## config.mk

```make
export PLATFORM = sky130hd
export DESIGN_NAME = alu_flat
export DESIGN_NICKNAME = d
export VERILOG_FILES = /design/src/rtl/alu_pkg.sv /design/src/rtl/alu_if.sv /design/src/rtl/alu_addsub.sv /design/src/rtl/alu.sv /design/src/flat_wrapper.sv
export SDC_FILE = /design/constraint.sdc
export NUM_CORES = 1
export LEC_CHECK = 0
export CORE_MARGIN = 5
export CORE_UTILIZATION = 40
export DETAILED_ROUTE_END_ITERATION = 10
export HOLD_SLACK_MARGIN = 0.1
export MAX_ROUTING_LAYER = met4
export PLACE_DENSITY = 0.7
export SLEW_MARGIN = 20
export SYNTH_ARGS = -nofsm -noshare
export SYNTH_HDL_FRONTEND = slang
export SYNTH_SLANG_ARGS = --single-unit
export TNS_END_PERCENT = 20
```

## constraint.sdc

```tcl
create_clock -name clk -period 7.9 [get_ports clk]
set_clock_uncertainty 0.15 [all_clocks]
set_input_delay 1.58 -clock clk [delete_from_list [all_inputs] [get_ports clk]]
set_output_delay 1.58 -clock clk [all_outputs]
set_load 0.01 [all_outputs]
```

## src/rtl/alu_pkg.sv

```systemverilog
// alu_pkg: shared width and opcode encodings for the alu block
package alu_pkg;
    localparam int WIDTH = 8;
    localparam logic [2:0] OP_ADD = 3'd0;
    localparam logic [2:0] OP_SUB = 3'd1;
    localparam logic [2:0] OP_MAX = 3'd2;
    localparam logic [2:0] OP_MIN = 3'd3;
    localparam logic [2:0] OP_ASR = 3'd4;
    localparam logic [2:0] OP_SHL = 3'd5;
endpackage

```

## src/rtl/alu_if.sv

```systemverilog
// alu_if: operand/opcode bus into the alu and registered result back out
//   a, b : signed operands      op : opcode
//   z    : signed result        of : signed-overflow flag
interface alu_if;
    import alu_pkg::*;
    logic [WIDTH-1:0] a;
    logic [WIDTH-1:0] b;
    logic [2:0]       op;
    logic [WIDTH-1:0] z;
    logic             of;
    modport master (output a, b, op, input z, of);
    modport slave (input a, b, op, output z, of);
endinterface

```

## src/rtl/alu_addsub.sv

```systemverilog
// alu_addsub: single shared adder computing a+b or a-b with signed overflow
//   a, b : operands    sub : 1 selects a-b
//   sum  : WIDTH-bit result    ovf : signed overflow
module alu_addsub #(
    parameter int WIDTH = 8
) (
    input  logic [WIDTH-1:0] a,
    input  logic [WIDTH-1:0] b,
    input  logic             sub,
    output logic [WIDTH-1:0] sum,
    output logic             ovf
);
    logic [WIDTH-1:0] bx;
    assign bx  = b ^ {WIDTH{sub}};
    assign sum = a + bx + {{(WIDTH-1){1'b0}}, sub};
    // overflow when both adder inputs agree in sign and the sum disagrees
    assign ovf = (a[WIDTH-1] == bx[WIDTH-1]) && (sum[WIDTH-1] != a[WIDTH-1]);
endmodule

```

## src/rtl/alu.sv

```systemverilog
// alu: registered signed ALU (add, sub, max, min, asr, shl) with overflow flag
//   clk   : rising-edge clock
//   rst_n : synchronous active-low reset, clears z and of
//   bus   : alu_if slave; a, b, op sampled each edge, z/of valid one edge later
module alu
    import alu_pkg::*;
(
    input logic  clk,
    input logic  rst_n,
    alu_if.slave bus
);
    logic             sub;
    logic             ovf;
    logic             lt;
    logic             of_n;
    logic [WIDTH-1:0] sum;
    logic [WIDTH-1:0] z_n;
    // every opcode except ADD uses the subtractor; MAX/MIN compare through it
    assign sub = bus.op != OP_ADD;
    alu_addsub #(.WIDTH(WIDTH)) u_addsub (
        .a   (bus.a),
        .b   (bus.b),
        .sub (sub),
        .sum (sum),
        .ovf (ovf)
    );
    // a < b exactly when the true sign of a-b is negative
    assign lt = sum[WIDTH-1] ^ ovf;
    always_comb begin
        z_n  = (bus.op == OP_ADD || bus.op == OP_SUB) ? sum :
               (bus.op == OP_MAX) ? (lt ? bus.b : bus.a) :
               (bus.op == OP_MIN) ? (lt ? bus.a : bus.b) :
               (bus.op == OP_ASR) ? {bus.a[WIDTH-1], bus.a[WIDTH-1:1]} :
               (bus.op == OP_SHL) ? {bus.b[WIDTH-2:0], 1'b0} : '0;
        of_n = (bus.op == OP_ADD || bus.op == OP_SUB) ? ovf :
               (bus.op == OP_SHL) ? (bus.b[WIDTH-1] ^ bus.b[WIDTH-2]) : 1'b0;
    end
    always_ff @(posedge clk) begin
        if (!rst_n) begin
            bus.z  <= '0;
            bus.of <= 1'b0;
        end else begin
            bus.z  <= z_n;
            bus.of <= of_n;
        end
    end
endmodule

```

## src/flat_wrapper.sv

```systemverilog
// flat-port wrapper written by rule: the top's interface ports become plain ports
module alu_flat import alu_pkg::*;
  (clk, rst_n, bus_a, bus_b, bus_op, bus_z, bus_of);
  alu_if bus_i ();
  input logic clk;
  input logic rst_n;
  input wire logic [$bits(bus_i.a)-1:0] bus_a;
  input wire logic [$bits(bus_i.b)-1:0] bus_b;
  input wire logic [$bits(bus_i.op)-1:0] bus_op;
  output wire logic [$bits(bus_i.z)-1:0] bus_z;
  output wire logic [$bits(bus_i.of)-1:0] bus_of;
  assign bus_i.a = bus_a;
  assign bus_i.b = bus_b;
  assign bus_i.op = bus_op;
  assign bus_z = bus_i.z;
  assign bus_of = bus_i.of;
  alu u_core (.clk(clk), .rst_n(rst_n), .bus(bus_i));
endmodule
```

==> results of run 1 <==
sequential cells by signal, summed over array words and instances, names as in the netlist:
register       cells
u_core.bus.z       8
u_core.bus.of      1
metal layers:
layer,wire length [microns],share of wire,vias to the layer above
li1,-,-,770
met1,1800,0.44,700
met2,1790,0.44,75
met3,393,0.097,6
met4,59,0.015,0
met5,0,0,-
final cells by class:
type	count	area share
well taps	46	0.0343
multi-input cells	165	0.656
inverters	6	0.0134
flip-flops and latches	9	0.107
clock buffers	4	0.0157
repair buffers	29	0.173
logic make-up after synthesis:
group | Yosys count | synth area share
xor gates and xnor gates | 14 | 0.0906
muxes | 3 | 0.0231
DFF | 9 | 0.133
buffers and inverters | 17 | 0.0545
and+or+nand+nor | 61 | 0.231
AOI/OAI and AO/OA | 78 | 0.382
adders and majority gates | 9 | 0.0860
cell usage after synthesis (3+ instances only):
| master | number | area [sq um] |
|---|---|---|
| sky130_fd_sc_hd__inv_1 | 4 | 15.0 |
| sky130_fd_sc_hd__dfxtp_1 | 9 | 180 |
| sky130_fd_sc_hd__clkbuf_1 | 7 | 26.3 |
| sky130_fd_sc_hd__nor4_1 | 3 | 18.8 |
| sky130_fd_sc_hd__xnor2_1 | 12 | 105 |
| sky130_fd_sc_hd__nand3_1 | 6 | 30.0 |
| sky130_fd_sc_hd__nor2b_1 | 5 | 31.3 |
| sky130_fd_sc_hd__o21bai_1 | 3 | 22.5 |
| sky130_fd_sc_hd__a21oi_1 | 21 | 105 |
| sky130_fd_sc_hd__o21ai_0 | 19 | 95.1 |
| sky130_fd_sc_hd__o221ai_1 | 3 | 26.3 |
| sky130_fd_sc_hd__a22o_1 | 4 | 35.0 |
| sky130_fd_sc_hd__nor3_1 | 5 | 25.0 |
| sky130_fd_sc_hd__a22oi_1 | 4 | 30.0 |
| sky130_fd_sc_hd__nand2_1 | 20 | 75.1 |
| sky130_fd_sc_hd__o31a_1 | 3 | 26.3 |
| sky130_fd_sc_hd__and3_1 | 3 | 18.8 |
| sky130_fd_sc_hd__ha_1 | 6 | 75.1 |
| sky130_fd_sc_hd__nor2_1 | 8 | 30.0 |
| sky130_fd_sc_hd__or3_1 | 4 | 25.0 |
| sky130_fd_sc_hd__o21a_1 | 3 | 22.5 |
| sky130_fd_sc_hd__a211oi_1 | 3 | 22.5 |
metrics by stage:
stage	utilization	setup WS, ps	total power, mW	cell area (sq um)
2_1_floorplan	-	3760	0.128	1350
3_3_place_gp	0.498	2640	0.167	1650
3_5_place_dp	0.498	2590	0.167	1650
4_1_cts	0.506	2860	0.206	1680
5_1_grt	0.506	2550	0.222	1680
6_report	0.506	2740	0.206	1680
power breakdown:
part	internal [mW]	leakage [nW]	total (mW)	switching [mW]
combinational	0.0531	0.526	0.115	0.0622
clock	0.0196	0.0150	0.0379	0.0183
sequential	0.0511	0.0746	0.0525	0.00132
path summary, 6_finish.rpt:
check                 startpoint         endpoint  cells after the start
worst max-delay path   bus_op[0]  u_core.bus.z[0]                     10
worst min-delay path    bus_b[0]  u_core.bus.z[0]                      3
cell usage in the layout (no fill, tap or decap), drive strengths merged, types with 4 or more instances in the layout:
cell           netlist  layout
dfxtp                9       9
a22o                 4       4
nor3                 7       7
nand2               20      20
nand3                6       6
inv                  4       4
o21ai               19      19
ha                   6       6
xnor2               12      12
clkbuf               7       4
clkdlybuf4s50        0      29
or3                  4       4
nor2b                5       5
a22oi                4       4
nor2                 8       8
a21oi               21      21
==> impl_summary.txt, run 1 <==
----------------------------------------------------
[Job]
  Number of max-cap violations ... 0

[Synth]
  Number of storage elements in the synthesis netlist ... 9
  Post-synthesis instance area ... between 1000 and 1500 sq um
  Post-synthesis sequential area ratio ... 0.133
  Synthesized netlist net count ... about 220
  Post-synthesis async set-or-reset flop share ... 0
  Most used flip-flop cell after synthesis ... sky130_fd_sc_hd__dfxtp_1
  Number of synthesized flops with an enable pin ... 0
  Post-synthesis area per instance ... 7.09 sq um
  Post-synthesis cell type count ... between 40 and 50
  Post-synthesis instance total ... about 190
  Synth Warn # ... 0

[Global routing]
  Global Route met2 Usage ... 0.267
  Number of antenna violations at the first check in global routing ... 0
  Total global routing overflow ... 0
  Fraction of met3 tracks used by global routing ... 0.0263
  GRT Util Overall ... 0.193
  Global-route wire length before repair ... ~6600 microns
  Number of global-route vias before repair ... 1370
  Pin count of the biggest net entering global routing ... 24
  GR Layer Usage met1 ... 0.278
  Peak-usage layer in the global routing report ... met1

[Worst setup path]
  Critical path class ... in -> reg
  Data required time at the worst endpoint ... 7950 ps
  Buffer and inverter count on the worst path ... 1
  CP Capture Type ... register
  Crit path max-delay cell type ... sky130_fd_sc_hd__clkdlybuf4s50_1
  Cells traversed along the worst timing path ... clkdlybuf4s50_1 > nor3_4 > xnor2_1 > ha_1 > a211oi_1 > o21ba_2 > o21a_1 > maj3_2 > mux2_1 > a21oi_1
  Worst path arrival time ... about 5200 ps
  Gate family responsible for the most delay along the worst path ... compound AO/OA/AOI/OAI gates
  Sort of element at the start of the critical path ... input port
  Max Fanout on Critical Path ... 23
  Delay of the slowest cell on the worst path ... roughly 850 ps

[Timing]
  RSZ-0062 raised after global routing ... no
  Number of max-slew violations in the final report ... 0
  Share of the clock period used by the worst path ... 0.653
  Hold violation total from the final report ... 0
  Setup TNS ... 0 ps
  Worst hold slack ... around 1900 ps
  Worst slew pin tran ... 856 ps
  Setup Viol. Count Final ... 0
  Minimum clock period after layout ... a little over 5000 ps
  Slew Limit Headroom ... 0.428
  Achievable Freq ... 194 MHz

[Finish]
  Area taken by flip-flops and latches ... between 150 and 200 sq um
  Antenna cells ... 0
  Number of filler cells placed in the layout ... around 360
  Ratio of cells with drive above 1 in the final layout ... 0.0423
  Multi-input logic area ... approximately 1100 sq um
  Final #Nets ... approximately 240
  Fin cells ... between 200 and 300
  Layout Area Growth over Synthesis ... 23.8%

[Placed design]
  PortBufs ... 29
  Hpwl dp ... 3090 microns
  Dpl cells ... between 200 and 300
  Final Wtd Congestion ... ~0.86

[Run status]
  Run status ... finished clean

[Clocking]
  Buffers inserted by post-CTS timing repair ... 0
  CTS Root Cell ... sky130_fd_sc_hd__clkbuf_4
  Number of clock sinks ... 9
  Clock Tree Buf Depth ... 2
  Number of hold-repair buffers added at the cts stage ... 0
  TritonCTS clock tree ... built
  TritonCTS Buffers ... 3
  Maximum level of the CTS H-tree ... 1
  CTS resizes ... 0
  Post-CTS clock slew at the launch and capture registers of the worst setup and hold paths ... approximately 60 ps

[Power]
  Worst voltage drop across the vdd grid ... around 0.00005 V
  Pwr dens ... around 120 nW/um^2
  Static power due to leakage ... roughly 0.62 nW

[Detailed routing]
  Detailed router's first-iteration violation count ... 92
  Remaining DRCs ... 0
  Final Routed Wirelength ... 4040 microns
  Detailed-route via count ... around 1600
  Iteration count of the initial detailed-routing pass ... 4
  Via density per instance ... around 6.0
  Residual antenna-violating net count after detailed routing ... 0
  Detail-routed net length per standard cell ... ~16 microns

[Floorplan]
  Area of the die ... about 4600 sq um
  Starting utilization of the core area ... 0.409
  Site row count ... 21
  Area inside the core boundary ... 3310 sq um
  Number of ports placed on the die boundary ... 30
  Die outline height ... 68.2 microns
  Chip Width ... about 68 microns

[Worst hold path]
  Type of the worst min-delay path ... in -> reg

----------------------------------------------------
(Power assumes the default switching activity.)
==> inputs of run 2 (changes only) <==
PLACE_DENSITY = 0.72   (was 0.7)
clock period = 4.37 ns   (was 7.9 ns; I/O delays follow)
==> run 2 against run 1 <==
Against the previous run:
- worst hold slack lost 740 ps
- via count shrank 0.64%
- largest cell class unchanged
- critical endpoint unchanged
- flip-flop and latch count is the same
- routed wire length shrank 1.8%
- sequential power grew 80%
- combinational power grew 81%
- sequential share of layout area shrank 0.14 points
- first-iteration DRC count shrank 8.7%
==> impl_summary.txt, run 2 (synthesis gave the netlist of run 1 again) <==
----------------------------------------------------
[Clocking]
  CTS Root Cell ... sky130_fd_sc_hd__clkbuf_4
  Maximum level of the CTS H-tree ... 1
  Clock Tree Buf Depth ... 2
  Buffers inserted by post-CTS timing repair ... 0
  Post-CTS clock slew at the launch and capture registers of the worst setup and hold paths ... about 70 ps
  CTS resizes ... 0
  TritonCTS clock tree ... built
  Number of clock sinks ... 9
  TritonCTS Buffers ... 3
  Number of hold-repair buffers added at the cts stage ... 0

[Placed design]
  Standard cell area after detailed placement ... roughly 1700 sq um
  Dpl cells ... between 200 and 300
  Final Wtd Congestion ... 0.881
  PortBufs ... 29
  Hpwl dp ... 2950 microns

[Timing]
  Share of the clock period used by the worst path ... 0.882
  Worst slew pin tran ... 751 ps
  Hold violation total from the final report ... 0
  Minimum clock period after layout ... a little under 4000 ps
  Achievable Freq ... around 260 MHz
  Slew Limit Headroom ... 0.497
  Setup Viol. Count Final ... 0
  RSZ-0062 raised after global routing ... no
  Number of max-slew violations in the final report ... 0
  Setup TNS ... 0 ps

[Finish]
  Top register by number of flip-flops ... u_core.bus.z
  Ratio of cells with drive above 1 in the final layout ... 0.0556
  Layout Area Growth over Synthesis ... 25.5%
  Largest registers in the final layout ... u_core.bus.z: 8 flops, u_core.bus.of: 1 flops
  Most frequent standard cell in the layout excluding fill and tap cells ... sky130_fd_sc_hd__clkdlybuf4s50_1
  Design area ... 1700 sq um
  Antenna cells ... 0
  Final #Nets ... 245
  Max FFs per register ... 8
  Leading cell types in the layout, fill and taps excluded ... sky130_fd_sc_hd__clkdlybuf4s50_1, sky130_fd_sc_hd__a21oi_1, sky130_fd_sc_hd__nand2_1
  Fin cells ... about 260

[Run status]
  Run status ... finished clean

[Worst hold path]
  Launch instance of the worst min-delay path ... bus_b[0]
  Cell count of the worst hold path ... 3
  Type of the worst min-delay path ... in -> reg
  End of the worst hold path ... u_core.bus.z[0]

[Detailed routing]
  Iteration count of the initial detailed-routing pass ... 4
  Final Routed Wirelength ... slightly below 4000 microns
  Detailed router's first-iteration violation count ... 84
  Detailed-route via count ... 1541
  Remaining DRCs ... 0
  Detail-routed net length per standard cell ... between 15 and 20 microns
  Residual antenna-violating net count after detailed routing ... 0
  Via density per instance ... approximately 5.9

[Job]
  Number of max-cap violations ... 0

[Worst setup path]
  Data required time at the worst endpoint ... around 4400 ps
  Critical path class ... in -> reg
  Start point of the critical path ... bus_op[0]
  CP Capture Type ... register
  Worst path arrival time ... roughly 4000 ps
  Max Fanout on Critical Path ... 15
  Sort of element at the start of the critical path ... input port

[Power]
  Static power due to leakage ... 0.630 nW
  Switching share of power ... 0.399
  Proportion of power drawn by the clock network ... 0.194
  Net switching power ... about 0.15 mW
  Part of the total power dissipated in combinational logic ... 0.554
  Share of power burned in registers ... 0.252
  Pwr dens ... ~220 nW/um^2
  Tot Pwr ... about 0.38 mW
  Internal power consumption ... 0.226 mW
  Worst voltage drop across the vdd grid ... around 0.000085 V

[Floorplan]
  Starting utilization of the core area ... 0.409
  Area of the die ... about 4600 sq um
  Die outline height ... 68.2 microns
  Chip Width ... between 60 and 70 microns
  Area inside the core boundary ... roughly 3300 sq um
  Number of ports placed on the die boundary ... 30
  Site row count ... 21

[Global routing]
  Number of antenna violations at the first check in global routing ... 0
  Global-route wire length before repair ... approximately 6300 microns
  GRT Util Overall ... 0.185
  Number of global-route vias before repair ... roughly 1400
  Pin count of the biggest net entering global routing ... 23
  Total global routing overflow ... 0

----------------------------------------------------
-- run 2: cell count changes in the layout (fill, tap and decap cells not counted), sizes merged --
| cell | previous run | this run |
|---|---|---|
| buf | 0 | 3 |
-- run 2: area by class of cell --
| cell class | instances | area, sq um |
|---|---|---|
| fillers | 354 | 1610 |
| multi-input cells | 165 | 1100 |
| flip-flops and latches | 9 | 180 |
| clock buffers | 4 | 26.3 |
| inverters | 6 | 22.5 |
| repair buffers | 32 | 313 |
| well taps | 46 | 57.6 |
-- run 2: power groups by stage --
stage / Clock (mW) / Sequential [mW] / Combinational [mW]
after global placement: 0 / 0.0965 / 0.205
after CTS: 0.0748 / 0.0948 / 0.207
after global routing: 0.0761 / 0.0960 / 0.228
after detailed placement: 0 / 0.0968 / 0.206
after floorplan: 0 / 0.103 / 0.129
final: 0.0731 / 0.0947 / 0.208
-- run 2: worst max-delay path by stage --
| stage | end | slack, ps | cells past startpoint |
|---|---|---|---|
| 3_3_place_gp | u_core.bus.z[0] | 320 | 10 |
| 4_1_cts | u_core.bus.z[0] | 530 | 10 |
| 3_5_place_dp | u_core.bus.z[0] | 240 | 10 |
| 2_1_floorplan | u_core.bus.z[4] | 940 | 11 |
| 5_1_grt | u_core.bus.z[0] | 350 | 10 |
| 6_report | u_core.bus.z[0] | 510 | 10 |
-- run 2: metal layers --
metal  routed length, microns  vias up  GRT usage
met3                      307        5     0.0164
met2                     1800       56      0.283
met1                     1790      707      0.241
met5                        0        -          -
met4                       72        0     0.0943
li1                         -      773          -
-- run 2: through the flow --
stage | setup slack, ps | utilization | hold WS (ps)
6_report | 514 | 0.513 | 1170
3_5_place_dp | 245 | 0.505 | 1460
4_1_cts | 533 | 0.513 | 1160
3_3_place_gp | 322 | 0.505 | 1460
5_1_grt | 350 | 0.513 | 1200
2_1_floorplan | 940 | - | 869
-- run 2: worst max-delay path, cell delays in order --
cell	delay (ps)
sky130_fd_sc_hd__clkdlybuf4s50_1	460
sky130_fd_sc_hd__nor3_4	440
sky130_fd_sc_hd__xnor2_1	170
sky130_fd_sc_hd__ha_1	310
sky130_fd_sc_hd__a211oi_1	320
sky130_fd_sc_hd__o21ba_2	210
sky130_fd_sc_hd__o21a_1	220
sky130_fd_sc_hd__maj3_2	450
sky130_fd_sc_hd__mux2_1	350
sky130_fd_sc_hd__a21oi_1	110
==> inputs of run 3 (changes only) <==
ABC_AREA = 1   (was default)
CORE_ASPECT_RATIO = 2   (was default)
GPL_ROUTABILITY_DRIVEN = 0   (was default)
PLACE_DENSITY = 0.73   (was 0.72)
==> run 3 against run 2 <==
Against the previous run:
- flip-flop and latch count is the same
- sequential power is 3.1% lower
- critical path depth up 4
- global-route usage shrank 0.80 points
- setup slack better by 290 ps
- via count fell by 6.2%
- synthesized area fell by 8.6%
- clock power increased by 40%
- maximum frequency grew 8.2%
- first-iteration DRC count fell by 36%
- sequential share of layout area is 0.72 points higher
- total power rose by 0.74%
- critical endpoint is now u_core.bus.z[2]
- largest cell class unchanged
- largest power group unchanged
==> impl_summary.txt, run 3 <==
----------------------------------------------------
[Clocking]
  Clock Tree Buf Depth ... 2
  CTS resizes ... 0
  Post-CTS clock slew at the launch and capture registers of the worst setup and hold paths ... about 50 ps
  Number of hold-repair buffers added at the cts stage ... 0
  Buffers inserted by post-CTS timing repair ... 0
  TritonCTS clock tree ... built
  Number of clock sinks ... 9
  CTS Root Cell ... sky130_fd_sc_hd__clkbuf_8
  Maximum level of the CTS H-tree ... 1
  TritonCTS Buffers ... 3

[Synth]
  Post-synthesis cell type count ... 26
  Most used flip-flop cell after synthesis ... sky130_fd_sc_hd__dfxtp_1
  Synth Warn # ... 0
  Proportion of netlist area held by the largest area contributor ... 0.170
  Post-synthesis async set-or-reset flop share ... 0
  Post-synthesis instance total ... 213
  Cell types occupying the most area after synthesis ... sky130_fd_sc_hd__nand2_1, sky130_fd_sc_hd__nand3_1, sky130_fd_sc_hd__dfxtp_1
  Post-synthesis area per instance ... between 5 and 6 sq um
  Number of storage elements in the synthesis netlist ... 9
  Number of synthesized flops with an enable pin ... 0
  Cell taking the most area after synthesis ... sky130_fd_sc_hd__nand2_1
  Synth top cells by count ... sky130_fd_sc_hd__nand2_1, sky130_fd_sc_hd__nand3_1, sky130_fd_sc_hd__inv_1, sky130_fd_sc_hd__nor2_1, sky130_fd_sc_hd__xor2_1
  Post-synthesis instance area ... roughly 1200 sq um
  Most used standard cell by instance count after synthesis ... sky130_fd_sc_hd__nand2_1
  Synthesized netlist net count ... 241
  Post-synthesis sequential area ratio ... 0.146

[Timing]
  Achievable Freq ... 281 MHz
  Slew Limit Headroom ... 0.414
  Share of the clock period used by the worst path ... 0.816
  Minimum clock period after layout ... around 3600 ps
  Setup Viol. Count Final ... 0
  Worst slew pin tran ... a little under 900 ps
  Hold violation total from the final report ... 0
  RSZ-0062 raised after global routing ... no
  Number of max-slew violations in the final report ... 0
  Setup TNS ... 0 ps

[Placed design]
  Standard cell area after detailed placement ... around 1500 sq um
  Hpwl dp ... 2850 microns
  PortBufs ... 29

[Finish]
  Most frequent standard cell in the layout excluding fill and tap cells ... sky130_fd_sc_hd__nand2_1
  Layout Area Growth over Synthesis ... 28.6%
  Area taken by flip-flops and latches ... 180 sq um
  Largest registers in the final layout ... u_core.bus.z: 8 flops, u_core.bus.of: 1 flops
  Leading cell types in the layout, fill and taps excluded ... sky130_fd_sc_hd__nand2_1, sky130_fd_sc_hd__nand3_1, sky130_fd_sc_hd__inv_1
  Number of filler cells placed in the layout ... roughly 300
  Max FFs per register ... 8
  Multi-input logic area ... approximately 910 sq um
  Ratio of cells with drive above 1 in the final layout ... 0.0576
  Top register by number of flip-flops ... u_core.bus.z
  Final #Nets ... roughly 270
  Antenna cells ... 0
  Design area ... approximately 1600 sq um

[Worst setup path]
  Crit path max-delay cell type ... sky130_fd_sc_hd__clkdlybuf4s50_1
  Delay of the slowest cell on the worst path ... 490 ps
  Data required time at the worst endpoint ... 4350 ps
  Sort of element at the start of the critical path ... input port
  CP Capture Type ... register
  Worst path arrival time ... around 3500 ps
  Cells traversed along the worst timing path ... clkdlybuf4s50_1 > nor2_4 > nand2_4 > xor2_1 > ha_1 > a21oi_1 > o21a_1 > nand3_4 > nand2_4 > nand2_1 > nand3_1 > nand2_1 > nor2_1 > nor2_1
  Max Fanout on Critical Path ... 18
  Critical path class ... in -> reg

[Detailed routing]
  Detailed router's first-iteration violation count ... 54
  Via density per instance ... 5.29
  Residual antenna-violating net count after detailed routing ... 0
  Met1 layer wirelength in the final routing ... ~1300 microns
  Met3 wirelength from detailed routing ... around 170 microns
  Iteration count of the initial detailed-routing pass ... 4
  Detail-routed net length per standard cell ... between 10 and 15 microns
  Uppermost metal layer occupied by signal nets ... met4
  Routed wl met2 ... ~1900 microns
  Final Routed Wirelength ... 3520 microns
  Remaining DRCs ... 0
  Detailed-route via count ... between 1000 and 1500

[Floorplan]
  Starting utilization of the core area ... 0.416
  Site row count ... 28
  Die outline height ... approximately 89 microns
  Area of the die ... approximately 4400 sq um
  Chip Width ... 49.3 microns
  Area inside the core boundary ... roughly 3000 sq um
  Number of ports placed on the die boundary ... 30

[Power]
  Tot Pwr ... roughly 0.38 mW
  Static power due to leakage ... approximately 0.8 nW
  Pwr dens ... between 200 and 250 nW/um^2
  Worst voltage drop across the vdd grid ... around 0.00011 V

[Global routing]
  GRT Util Overall ... 0.177
  Number of antenna violations at the first check in global routing ... 0
  Number of global-route vias before repair ... between 1000 and 1500
  Global-route wire length before repair ... 5990 microns
  Pin count of the biggest net entering global routing ... 19
  Total global routing overflow ... 0

[Worst hold path]
  Type of the worst min-delay path ... in -> reg

[Job]
  Number of max-cap violations ... 0

[Run status]
  Run status ... finished clean

----------------------------------------------------
[run 3: changes by cell type in the layout (fill, tap and decap cells not counted), sizes merged, moves of 4 or more]
cell	change
nand2	+41
nand3	+38
inv	+29
a21oi	-16
nor2	+11
xnor2	-11
o21ai	-10
xor2	+8
nor2b	-5
nor3	-5
a22o	-4
a22oi	-4
or3	-4
[run 3: final timing paths]
path | startpoint | to | slack (ps) | cells after the start
worst max-delay path | bus_op[0] | u_core.bus.z[2] | 810 | 14
worst min-delay path | bus_a[0] | u_core.bus.z[0] | 1190 | 5
[run 3: cells by family after synthesis]
kind of cell             share of synthesized area
AO/OA/AOI/OAI                                0.100
adder cells (fa/ha/maj)                     0.0768
buffers and inverters                        0.121
flip-flops                                   0.146
XOR/XNOR                                    0.0779
AND/OR/NAND/NOR                              0.478
[run 3: routing by layer]
| layer | vias up | global-route usage |
|---|---|---|
| li1 | 748 | - |
| met5 | - | - |
| met1 | 645 | 0.184 |
| met2 | 41 | 0.316 |
| met4 | 0 | 0.105 |
| met3 | 11 | 0.0135 |
[run 3: final cells by class]
type / instances / share of cell area
multi-input cells: 167 / 0.570
inverters: 33 / 0.0778
well taps: 30 / 0.0236
flip-flops and latches: 9 / 0.113
clock buffers: 4 / 0.0283
repair buffers: 30 / 0.187
[run 3: worst max-delay path: cells and delay by family]
family,cells,cell delay [ps]
adder cells (fa/ha/maj),1,350
XOR/XNOR,1,170
buffers and inverters,1,490
AND/OR/NAND/NOR,9,1170
AO/OA/AOI/OAI,2,480
[run 3: power by group]
group	internal, mW	leakage [nW]	total, mW	switching, mW
Combinational	0.0791	0.710	0.185	0.106
Clock	0.0640	0.0228	0.102	0.0377
Sequential	0.0902	0.0744	0.0918	0.00158
[run 3: per-stage QoR]
stage	instances	hold slack (ps)	util	setup WS, ps
floorplan	213	850	-	1470
global placement	269	1440	0.519	589
detailed placement	269	1450	0.519	549
CTS	273	1200	0.534	797
global route	273	1270	0.534	562
finish	273	1190	0.534	805
